`src/rtl/alu_pkg.sv`:
```
// rtl/alu_pkg.sv - opcodes, status flag positions and FSM states shared by the ALU sequencer
package alu_pkg;

   typedef enum logic [4:0] {
      OP_INC = 5'b00001,
      OP_DEC = 5'b00011,
      OP_ADD = 5'b00100,
      OP_ADC = 5'b00101,
      OP_SUB = 5'b00110,
      OP_SBB = 5'b00111,
      OP_AND = 5'b01000,
      OP_OR  = 5'b01001,
      OP_XOR = 5'b01010,
      OP_NOT = 5'b01011,
      OP_SHL = 5'b10000,
      OP_SHR = 5'b10001,
      OP_SAL = 5'b10010,
      OP_SAR = 5'b10011,
      OP_ROL = 5'b10100,
      OP_ROR = 5'b10101,
      OP_RCL = 5'b10110,
      OP_RCR = 5'b10111
   } op_e;

   localparam int CF_BIT = 5;
   localparam int ZF_BIT = 4;
   localparam int NF_BIT = 3;
   localparam int VF_BIT = 2;
   localparam int PF_BIT = 1;
   localparam int AF_BIT = 0;

   typedef enum logic [1:0] {
      S_IDLE  = 2'd0,
      S_EXEC  = 2'd1,
      S_SHIFT = 2'd2,
      S_DONE  = 2'd3
   } state_e;

   // Every 10xxx code is a shift/rotate; the low three bits select the kind.
   function automatic logic is_shift(input logic [4:0] f);
      return f[4:3] == 2'b10;
   endfunction

endpackage

```
`src/rtl/alu_shift_step.sv`:
```
// rtl/alu_shift_step.sv - one-bit shift/rotate step with carry in/out
module alu_shift_step #(
   parameter int WIDTH = 16
) (
   input  logic [WIDTH-1:0] val,
   input  logic             cin,
   input  logic [2:0]       op,
   output logic [WIDTH-1:0] val_o,
   output logic             cout
);

   always_comb begin
      val_o = val;
      cout  = cin;
      case (op)
         3'b000, 3'b010: begin val_o = {val[WIDTH-2:0], 1'b0};       cout = val[WIDTH-1]; end
         3'b001:         begin val_o = {1'b0, val[WIDTH-1:1]};       cout = val[0];       end
         3'b011:         begin val_o = {val[WIDTH-1], val[WIDTH-1:1]}; cout = val[0];     end
         3'b100:         begin val_o = {val[WIDTH-2:0], val[WIDTH-1]}; cout = val[WIDTH-1]; end
         3'b101:         begin val_o = {val[0], val[WIDTH-1:1]};     cout = val[0];       end
         // RCL/RCR treat {carry, val} as a WIDTH+1 bit ring
         3'b110:         begin val_o = {val[WIDTH-2:0], cin};        cout = val[WIDTH-1]; end
         3'b111:         begin val_o = {cin, val[WIDTH-1:1]};        cout = val[0];       end
         default:        begin val_o = val;                          cout = cin;          end
      endcase
   end

endmodule

```
`src/rtl/alu_seq.sv`:
```
// rtl/alu_seq.sv - sequential ALU with valid/ready handshake and bit-serial shifter
module alu_seq
   import alu_pkg::*;
#(
   parameter int WIDTH = 16
) (
   input  logic             clk,
   input  logic             rst,
   input  logic             in_valid,
   output logic             in_ready,
   input  logic [WIDTH-1:0] A,
   input  logic [WIDTH-1:0] B,
   input  logic [4:0]       F,
   output logic             out_valid,
   input  logic             out_ready,
   output logic [WIDTH-1:0] Result,
   output logic [5:0]       Status,
   output logic             out_err
);

   localparam int SHW = $clog2(WIDTH);

   state_e           state;
   logic [WIDTH-1:0] a_r;
   logic [WIDTH-1:0] b_r;
   logic [4:0]       f_r;
   logic [SHW-1:0]   cnt;
   logic             wc;

   logic [WIDTH-1:0] step_v;
   logic             step_c;

   alu_shift_step #(.WIDTH(WIDTH)) u_step (
      .val   (a_r),
      .cin   (wc),
      .op    (f_r[2:0]),
      .val_o (step_v),
      .cout  (step_c)
   );

   logic [WIDTH-1:0] ex_res;
   logic [5:0]       ex_st;
   logic             ex_err;
   logic [WIDTH-1:0] opb;
   logic [WIDTH-1:0] af_vec;
   logic [WIDTH:0]   wide;
   logic             cy_in;
   logic             is_sub;

   always_comb begin
      ex_res = '0;
      ex_st  = Status;
      ex_err = 1'b0;
      opb    = (f_r == OP_INC || f_r == OP_DEC) ? WIDTH'(1) : b_r;
      cy_in  = (f_r == OP_ADC || f_r == OP_SBB) ? Status[CF_BIT] : 1'b0;
      is_sub = (f_r == OP_DEC || f_r == OP_SUB || f_r == OP_SBB);
      // The extra top bit of the wide result is the carry, or the borrow for subtraction
      wide   = is_sub ? ({1'b0, a_r} - {1'b0, opb} - (WIDTH+1)'(cy_in))
                      : ({1'b0, a_r} + {1'b0, opb} + (WIDTH+1)'(cy_in));
      af_vec = '0;
      case (f_r)
         OP_INC, OP_DEC, OP_ADD, OP_ADC, OP_SUB, OP_SBB: begin
            ex_res         = wide[WIDTH-1:0];
            af_vec         = a_r ^ opb ^ ex_res;
            ex_st[CF_BIT]  = wide[WIDTH];
            ex_st[AF_BIT]  = af_vec[4];
            ex_st[VF_BIT]  = is_sub ? ((a_r[WIDTH-1] != opb[WIDTH-1]) && (ex_res[WIDTH-1] != a_r[WIDTH-1]))
                                    : ((a_r[WIDTH-1] == opb[WIDTH-1]) && (ex_res[WIDTH-1] != a_r[WIDTH-1]));
         end
         OP_AND: ex_res = a_r & b_r;
         OP_OR:  ex_res = a_r | b_r;
         OP_XOR: ex_res = a_r ^ b_r;
         OP_NOT: ex_res = ~a_r;
         OP_SHL, OP_SHR, OP_SAL, OP_SAR, OP_ROL, OP_ROR, OP_RCL, OP_RCR: ex_res = a_r;
         default: ex_err = 1'b1;
      endcase
      if (!ex_err) begin
         ex_st[ZF_BIT] = (ex_res == '0);
         ex_st[NF_BIT] = ex_res[WIDTH-1];
         ex_st[PF_BIT] = ~^ex_res;
      end
   end

   logic [5:0] sh_st;

   always_comb begin
      sh_st         = Status;
      sh_st[CF_BIT] = step_c;
      sh_st[ZF_BIT] = (step_v == '0);
      sh_st[NF_BIT] = step_v[WIDTH-1];
      sh_st[PF_BIT] = ~^step_v;
   end

   always_ff @(posedge clk) begin
      if (rst) begin
         state     <= S_IDLE;
         in_ready  <= 1'b1;
         out_valid <= 1'b0;
         Result    <= '0;
         Status    <= '0;
         out_err   <= 1'b0;
         cnt       <= '0;
         a_r       <= '0;
         b_r       <= '0;
         f_r       <= '0;
         wc        <= 1'b0;
      end else begin
         case (state)
            S_IDLE: begin
               if (in_valid) begin
                  a_r      <= A;
                  b_r      <= B;
                  f_r      <= F;
                  cnt      <= B[SHW-1:0];
                  wc       <= Status[CF_BIT];
                  in_ready <= 1'b0;
                  state    <= (is_shift(F) && B[SHW-1:0] != '0) ? S_SHIFT : S_EXEC;
               end
            end
            S_EXEC: begin
               Result    <= ex_res;
               Status    <= ex_st;
               out_err   <= ex_err;
               out_valid <= 1'b1;
               state     <= S_DONE;
            end
            S_SHIFT: begin
               a_r <= step_v;
               wc  <= step_c;
               cnt <= cnt - SHW'(1);
               // Final step lands straight in the output registers
               if (cnt == SHW'(1)) begin
                  Result    <= step_v;
                  Status    <= sh_st;
                  out_err   <= 1'b0;
                  out_valid <= 1'b1;
                  state     <= S_DONE;
               end
            end
            S_DONE: begin
               if (out_ready) begin
                  out_valid <= 1'b0;
                  in_ready  <= 1'b1;
                  state     <= S_IDLE;
               end
            end
            default: state <= S_IDLE;
         endcase
      end
   end

endmodule

```
`config.mk`:
```
export PLATFORM = sky130hd
export DESIGN_NAME = alu_seq
export DESIGN_NICKNAME = d
export VERILOG_FILES = /design/src/rtl/alu_pkg.sv /design/src/rtl/alu_shift_step.sv /design/src/rtl/alu_seq.sv
export SDC_FILE = /design/constraint.sdc
export NUM_CORES = 1
export LEC_CHECK = 0
export BUFFER_PORTS_ARGS = -buffer_cell sky130_fd_sc_hd__buf_2
export CAP_MARGIN = 20
export CELL_PAD_IN_SITES_DETAIL_PLACEMENT = 1
export CELL_PAD_IN_SITES_GLOBAL_PLACEMENT = 1
export CORE_MARGIN = 1
export CORE_UTILIZATION = 49
export DETAILED_ROUTE_END_ITERATION = 6
export GPL_TIMING_DRIVEN = 0
export HOLD_SLACK_MARGIN = 0.05
export PLACE_DENSITY = 0.85
export SYNTH_ARGS = -nofsm -noshare
export SYNTH_HDL_FRONTEND = slang
export SYNTH_HIERARCHICAL = 1
export SYNTH_SLANG_ARGS = --single-unit
```
`constraint.sdc`:
```
create_clock -name clk -period 14.9 [get_ports clk]
set_clock_uncertainty 0.15 [all_clocks]
set_input_delay 1.49 -clock clk [delete_from_list [all_inputs] [get_ports clk]]
set_output_delay 1.49 -clock clk [all_outputs]
set_load 0.05 [all_outputs]
```
==> results.md, run 1 <==
Synthesis:
- The post-synthesis net count is 1065.
- In the synthesized netlist, the number of instances is 920.
- The total number of yosys warnings is 6.
- After synthesis, the cell types taking the most area are sky130_fd_sc_hd__dfxtp_1 20%, sky130_fd_sc_hd__ha_1 18%, sky130_fd_sc_hd__a21oi_1 5.4%.
- The cell accounting for the most synthesized area is sky130_fd_sc_hd__dfxtp_1.
- Sequential elements use 19.6% of the synthesized area.
- The number of enable flip-flop cells after synthesis is 0.
- The number of flip-flops and latches in the synthesized netlist is 69.
- Counting flops with an async set or reset pin after synthesis yields a share of 0%.
- The count of different cell masters after synthesis is 78.
- The post-synth design cell area is 0.00707 mm2.
- The synthesized area per cell is 7.68 um2.
- The prevailing post-synth register cell is sky130_fd_sc_hd__dfxtp_1.
- The synthesized design devotes to its leading area cell type 19.6% of total area.

Hold path:
- The cell depth of the worst hold path is 2.
- The min-delay analysis places its worst path in the category reg2reg.

Critical path:
- Among the stages of the critical path, the cell type that occurs most often is sky130_fd_sc_hd__ha_1.
- In this run the worst path has a maximum fanout of 10.
- Measured in cells, the most critical reg-to-reg path has a length of 20.
- The endpoint arrival time on the critical path is 6.11 ns.
- The number of buffers and inverters on the critical path is 2.
- The critical path class is reg2reg.
- The endpoint required time on the critical path is 14.94 ns.
- The worst setup path is captured at a flop.
- On the critical path, the stage with the largest delay is an instance of sky130_fd_sc_hd__nor4b_1.
- The critical path goes through nor4b_1, clkbuf_1, nor2_1, ha_1, inv_1, ha_1, a21o_1, a311oi_1, and3_1, a21o_1, xor2_1, o21ai_1, a31oi_1, ha_1, xor2_1, xnor2_1, xnor2_1, nor2_1, a21oi_1, a211oi_1.
- The total stage count of the critical path is 20.
- The worst setup path is launched from a flop.
- The maximum single-stage delay on the critical path is 0.61 ns.
- The kind of cell adding the most delay to the critical path is compound AO/OA/AOI/OAI gates.
- The worst setup slack for register-to-register paths is 8.83 ns.

Timing:
- The minimum clock period is 6.07 ns.
- The tightest hold path in the finished design has a slack of 0.304 ns.
- The slack of the critical path is 8.83 ns.
- At the pin with the least slew margin, the transition time is 0.831 ns.
- Measured against its own limit, the worst slew margin works out to 44.3%.
- Setup repair after global routing left no endpoint under its margin.
- The final-report hold violation count is 0.
- Based on the critical path, the design can be clocked at up to 0.165 GHz.
- Setup total negative slack on the finished layout was measured at 0 ns.
- The count of endpoints failing setup in the final report is 0.
- The final count of pins violating max slew was 0.
- Dividing the final minimum period by the clock period gives 40.7%.

Clock network:
- The number of buffers added for setup after CTS is 0.
- Buffers inserted to repair hold after CTS numbered 0.
- The number of buffers inserted during clock tree synthesis is 9.
- The source-to-sink clock delay at the later pin of the worst-skew pair is 0.34 ns.
- Once the clock tree was built, the resizer swapped 0 gates to a different size.
- The clock passes through at most 2 buffers.
- The number of sinks handled by clock tree synthesis is 69.
- CTS built an H-tree with a depth of 3.
- The cell chosen for the clock root is sky130_fd_sc_hd__clkbuf_16.
- The clock tree from TritonCTS is yes.
- The clock-pin transition on the worst setup and hold timing paths is 0.06 ns.

Power:
- The leakage power figure is 3.39 nW.
- The share of power burned in combinational logic is 68.1%.
- The switching power of the nets is 921 uW.
- The power density of the placed cells is 221 mW/mm2.
- The switching power as a share of total power is 52.6%.
- Sequential cells account for 18.2% of the total power.
- The worst-case IR drop observed on VDD is 0.000141 V.
- The fraction of power consumed by the clock network is 13.7%.
- Internal power comes to 830 uW.
- The total power of the final layout is 1.75 mW.

Drt:
- After detailed routing, the number of vias per cell comes to 6.19.
- Detailed routing inserted a total of 7306 vias.
- The first routing iteration left 457 violations.
- The routed design has 25400 um of wire.
- The number of iterations in the first detailed-routing pass is 5.
- In the final routed layout, each cell accounts on average for 21.5 um.
- The number of nets with antenna violations after routing is 0.
- After detailed routing, the number of remaining DRC violations is 0.

Global route:
- The total global routing overflow is 0.
- Global routing consumed, on the met1 layer, 44.4% of the routing resources.
- In the global route stage, overall resource usage came out at 34.8%.
- The busiest layer in global routing is met2.
- Global routing used 5.52% of the available met3 tracks.
- Entering global routing, the biggest net connects 14 pins.
- The first global-routing pass estimated 39400 um of wire.
- The met2 track utilization from global routing is 57.2%.
- The initial antenna violation count is 0.
- The via count of the first global-routing pass is 7433.

Cells and area:
- The final layout contains 1141 nets.
- The number of antenna diodes in the final layout is 0.
- Cells fill 56.8% of the core in the end.
- The top cell types in the final layout, fill and taps aside, are 100 x sky130_fd_sc_hd__nand2_1, 100 x sky130_fd_sc_hd__ha_1, 91 x sky130_fd_sc_hd__nor2_1, 90 x sky130_fd_sc_hd__inv_1, 76 x sky130_fd_sc_hd__a21oi_1.
- From synthesis to final layout, the design area changed by 12.4%.
- The finished cells cover 0.00794 mm2.
- The final instance count without filler cells is 1181.
- The share of cells above drive strength 1 is 13.4%.

Placement:
- In this run, placement finished with an instance count of 1165.
- At the end of routability-driven placement, the weighted congestion stood at 0.937.
- The number of buffers added on ports is 64.
- In this run the cell area measured after placement is 0.00762 mm2.
- At the placement stage, the worst setup path has a slack of 9.09 ns.
- The wire-length estimate of the detail-placed layout is 19900 um.

Floorplan:
- The x dimension of the die is 122 um.
- The number of ports placed on the die boundary is 66.
- Row generation in the floorplan step produced 43 rows.
- The core region area is 0.0140 mm2.
- The initial utilization of the core area, before any placement, comes to 50.5%.
- The die covers 0.0149 mm2.
- The floorplan step set the die height to 122 um.

Job:
- The number of violations of the max-capacitance limit is 0.

Status:
- The run finished with clean final reports.
## path summary, 6_finish.rpt
path                          start                     end
max             f_r[0]$_SDFFE_PP0P_  Status[1]$_SDFFE_PP0P_
min          Result[0]$_SDFFE_PP0P_  Result[0]$_SDFFE_PP0P_
max reg2reg     f_r[0]$_SDFFE_PP0P_  Status[1]$_SDFFE_PP0P_
min reg2reg  Result[0]$_SDFFE_PP0P_  Result[0]$_SDFFE_PP0P_
## registers in the layout, summed over array words and instances, names as in the netlist
name,count
in_ready,1
out_valid,1
out_err,1
cnt,4
a_r,16
f_r,5
state,2
b_r,16
wc,1
Status,6
Result,16
## Yosys cell counts, types with 3 or more instances
master,number
sky130_fd_sc_hd__a21oi_1,76
sky130_fd_sc_hd__and2_1,7
sky130_fd_sc_hd__o211ai_1,5
sky130_fd_sc_hd__o21ai_0,28
sky130_fd_sc_hd__o21bai_1,6
sky130_fd_sc_hd__nor3b_1,3
sky130_fd_sc_hd__clkbuf_1,35
sky130_fd_sc_hd__o21ai_1,8
sky130_fd_sc_hd__a22oi_1,6
sky130_fd_sc_hd__nand3b_1,5
sky130_fd_sc_hd__nand4_1,7
sky130_fd_sc_hd__nor2_1,91
sky130_fd_sc_hd__nand2b_1,12
sky130_fd_sc_hd__a311oi_1,9
sky130_fd_sc_hd__mux2_4,6
sky130_fd_sc_hd__nand3_1,10
sky130_fd_sc_hd__buf_1,4
sky130_fd_sc_hd__and3_1,3
sky130_fd_sc_hd__mux2i_1,22
sky130_fd_sc_hd__dfxtp_1,69
sky130_fd_sc_hd__nand2_1,100
sky130_fd_sc_hd__fa_1,4
sky130_fd_sc_hd__or3_1,4
sky130_fd_sc_hd__mux2_2,15
sky130_fd_sc_hd__xor2_1,4
sky130_fd_sc_hd__a221oi_1,7
sky130_fd_sc_hd__inv_1,90
sky130_fd_sc_hd__or2_2,3
sky130_fd_sc_hd__nor3_1,15
sky130_fd_sc_hd__buf_2,9
sky130_fd_sc_hd__xnor2_1,30
sky130_fd_sc_hd__nor2b_1,5
sky130_fd_sc_hd__a21o_1,10
sky130_fd_sc_hd__a211o_1,4
sky130_fd_sc_hd__a211oi_1,25
sky130_fd_sc_hd__ha_1,100
sky130_fd_sc_hd__o221ai_1,8
sky130_fd_sc_hd__o22ai_1,4
sky130_fd_sc_hd__a31oi_1,8
sky130_fd_sc_hd__nor4b_1,3
sky130_fd_sc_hd__o31ai_1,6
sky130_fd_sc_hd__a21oi_2,3
## tightest hold or removal path, delay by kind of cell (launching register included)
family	cells	cell delay (ns)
AND/OR/NAND/NOR	1	0.05
flip-flops	1	0.31
AO/OA/AOI/OAI	1	0.05
## metal layers
layer | wire (um) | vias to the layer above
met5 | 0 | -
met2 | 11600 | 284
met3 | 1720 | 71
li1 | - | 3396
met4 | 997 | 0
met1 | 11200 | 3555
## kinds of logic (layout without fill, tap and decap cells)
family,count (synthesis),count (layout),share of synthesized area (%)
muxes,44,44,6.94
xor gates and xnor gates,34,34,4.21
AOI/OAI and AO/OA,247,247,23.8
and+or+nand+nor,279,279,18.6
adders and majority gates,104,104,18.8
DFF,69,69,19.6
buffers and inverters,143,224,8.09
## layout make-up
type                       instances  area, um2
tap                              180        225
sequential                        69       1380
inverter                          93        349
fill                            1804       6050
clock inverter                     7       97.6
timing repair buffer              65        325
multi-input combinational        708       5110
buffer                            50        223
clock buffer                       9        225
## power groups by stage
stage	combinational, mW	sequential (mW)	clock, mW
floorplan	0.798	0.358	0
CTS	1.18	0.314	0.239
detailed placement	1.16	0.317	0
global route	1.29	0.323	0.248
finish	1.19	0.318	0.240
global placement	1.12	0.314	0
Power figures use the tool's default switching activity.
==> inputs of run 2 (changes only) <==
--- a/config.mk
+++ b/config.mk
@@ -10,11 +10,11 @@
 export CELL_PAD_IN_SITES_DETAIL_PLACEMENT = 1
 export CELL_PAD_IN_SITES_GLOBAL_PLACEMENT = 1
 export CORE_MARGIN = 1
-export CORE_UTILIZATION = 49
+export CORE_UTILIZATION = 41
 export DETAILED_ROUTE_END_ITERATION = 6
 export GPL_TIMING_DRIVEN = 0
 export HOLD_SLACK_MARGIN = 0.05
-export PLACE_DENSITY = 0.85
+export PLACE_DENSITY = 0.75
 export SYNTH_ARGS = -nofsm -noshare
 export SYNTH_HDL_FRONTEND = slang
 export SYNTH_HIERARCHICAL = 1
==> constraint.sdc (replaced) <==
create_clock -name clk -period 5.15 [get_ports clk]
set_clock_uncertainty 0.15 [all_clocks]
set_input_delay 0.515 -clock clk [delete_from_list [all_inputs] [get_ports clk]]
set_output_delay 0.515 -clock clk [all_outputs]
set_load 0.05 [all_outputs]
==> results.md, run 2 (same netlist as run 1, synthesis figures left out) <==
Floorplan:
- For this configuration, the core starts out at a cell density of 42.3%.
- The core region area is 0.0167 mm2.
- 66 I/O pins were placed.
- The x dimension of the die is 133 um.
- The y dimension of the die is 133 um.
- The die covers 0.0178 mm2.
- The initialized floorplan defines 47 standard-cell rows.

Clock network:
- After clock tree synthesis, the clock-pin slew on the worst setup and hold paths is 0.06 ns.
- The number of buffers added to fix hold violations after cts is 0.
- The largest buffer count on any clock path is 2.
- The clock tree from TritonCTS is yes.
- The cell chosen for the clock root is sky130_fd_sc_hd__clkbuf_16.
- The number of sinks handled by clock tree synthesis is 69.
- The number of buffers inserted during clock tree synthesis is 9.
- The H-tree was split into 3 levels.
- The source-to-sink clock delay at the later pin of the worst-skew pair is 0.34 ns.

Timing:
- The count of endpoints failing setup in the final report is 0.
- The slack of the critical path is 0.198 ns.
- The maximum frequency from static timing analysis is 0.202 GHz.
- The part of the cycle the worst path needs is 96.1%.
- Final hold analysis gives a worst-case slack of 0.264 ns.
- The worst-margin pin slew is 0.853 ns.
- The worst path in the final design needs a cycle of 4.95 ns, including I/O delays and setup.
- The final-report hold violation count is 0.
- The final count of pins violating max slew was 0.
- For the final routed database, the setup TNS stands at 0 ns.
- The worst pin sits at a relative slew slack of 43.1%.

Cells and area:
- Leaving out fill and tap cells, the most frequent cells in the layout are 100 x sky130_fd_sc_hd__nand2_1, 96 x sky130_fd_sc_hd__ha_1, 91 x sky130_fd_sc_hd__nor2_1, 89 x sky130_fd_sc_hd__inv_1, 73 x sky130_fd_sc_hd__a21oi_1.
- The number of nets in the final layout is 1153.
- In the final layout, the share of cells above drive strength 1 is 17.0%.
- The largest registers in the layout are Result (16), a_r (16), b_r (16).
- Relative to the synthesized area, the layout overhead comes to 16.5%.
- The number of antenna diodes in the final layout is 0.
- The final core area utilization is 49.3%.
- The leading cell type in the layout, fill and taps excluded is sky130_fd_sc_hd__nand2_1.

Critical path:
- The endpoint required time on the critical path is 5.19 ns.
- The worst setup path is captured at a flop.
- Traced cell by cell, the critical path runs through buf_4, nor4b_4, clkbuf_8, nor2_1, ha_2, inv_1, ha_2, a21o_1, a311oi_2, and3_1, a21o_1, xor2_2, o21ai_1, a31oi_2, ha_1, xor2_1, xnor2_1, xnor2_1, nor2_1, a21oi_2, a211oi_2.
- On the worst path, the slowest cell contributes a delay of 0.40 ns.
- The critical path is of the reg2reg type.
- The endpoint arrival time on the critical path is 4.99 ns.
- STA classifies the critical path startpoint as a flop.
- Along the worst path, the maximum fanout reaches 9.
- The critical-path cell with the highest stage delay is sky130_fd_sc_hd__ha_2.

Drt:
- The iteration-0 DRC count of the detailed router is 370.
- The number of iterations in the first detailed-routing pass is 4.
- For this block, the routed nets add up to 25800 um of wire.
- In the final routed layout, each cell accounts on average for 20.9 um.
- The total via count in the routed design is 7165.
- The detailed-route vias per instance is 5.81.
- In this run the remaining antenna-violating nets after routing total 0.
- For this run, design rule violations remaining after detail routing come to 0.

Global route:
- After global routing the overflow that remains totals 0.
- The via count of the first global-routing pass is 7253.
- The total routing resource utilization after global routing is 29.2%.
- The initial antenna violation count is 0.
- The pin count of the biggest net entering global routing is 14.
- The first global-routing pass estimated 40100 um of wire.

Power:
- Dividing total power by cell area gives a power density of 633 mW/mm2.
- The maximum vdd ir drop is 0.000478 V.
- The analysis attributes to cell leakage a power of 3.48 nW.

Placement:
- The half-perimeter wire length after detailed placement is 20200 um.
- Buffers placed on the I/O ports in this run total 64.
- The worst slack at placement is -0.728 ns.
- The routability-driven placement congestion ratio is 0.919.

Hold path:
- The class of the tightest hold or removal check is in2reg.

Job:
- The tool flagged a number of max-cap violations equal to 0.

Status:
- The flow ran to the end, and the final reports show no timing, DRC or antenna violations.
run 2: path summary, 6_finish.rpt:
| path | start | end | slack, ns | cells after the start |
|---|---|---|---|---|
| worst max-delay path | f_r[4]$_SDFFE_PP0P_ | Status[1]$_SDFFE_PP0P_ | 0.20 | 21 |
| worst min-delay path | B[6] | b_r[6]$_SDFFE_PP0P_ | 0.26 | 3 |
| worst max register to register | f_r[4]$_SDFFE_PP0P_ | Status[1]$_SDFFE_PP0P_ | 0.20 | 21 |
| worst min register to register | Result[0]$_SDFFE_PP0P_ | Result[0]$_SDFFE_PP0P_ | 0.30 | 2 |
run 2: timing repair:
action,4_1_cts,5_1_grt
gates resized for setup,16,21
endpoints found under the setup margin,2,2
pin swaps,5,13
buffers inserted,4,8
run 2: stage by stage:
| stage | area (um2) | instances | power (mW) |
|---|---|---|---|
| after global routing | 8230 | 1233 | 5.58 |
| after CTS | 8080 | 1225 | 5.01 |
| after global placement | 7660 | 1204 | 4.21 |
| after detailed placement | 7670 | 1205 | 4.28 |
| after floorplan | 7070 | 920 | 3.35 |
| final | 8230 | 1233 | 5.21 |
run 2: worst max-delay path: cells and delay by family, from the launching register on:
family / cells / cell delay, ns
adders and majority gates: 3 / 1.03
and+or+nand+nor: 4 / 0.74
DFF: 1 / 0.30
AOI/OAI and AO/OA: 7 / 1.36
buffers and inverters: 3 / 0.50
xor gates and xnor gates: 4 / 0.71
run 2: layer usage:
| metal | part of all wire (%) | up-vias | routed length (um) | GRT usage (%) |
|---|---|---|---|---|
| li1 | - | 3413 | - | - |
| met1 | 47 | 3522 | 12000 | 39.3 |
| met2 | 46 | 197 | 11800 | 48.2 |
| met3 | 4.7 | 33 | 1220 | 3.16 |
| met4 | 2.7 | 0 | 703 | 9.91 |
| met5 | 0 | - | 0 | 0 |
run 2: cell type report:
class / instances / area (um2)
inverter: 93 / 349
clock buffer: 9 / 225
fill: 2126 / 8470
clock inverter: 7 / 73.8
multi-input combinational: 708 / 5270
tap: 220 / 275
sequential: 69 / 1380
buffer: 50 / 235
timing repair buffer: 77 / 418
run 2: power by group:
part | internal (mW) | switching [mW] | total [mW]
Clock | 0.377 | 0.259 | 0.636
Combinational | 1.41 | 2.25 | 3.66
Sequential | 0.686 | 0.228 | 0.914
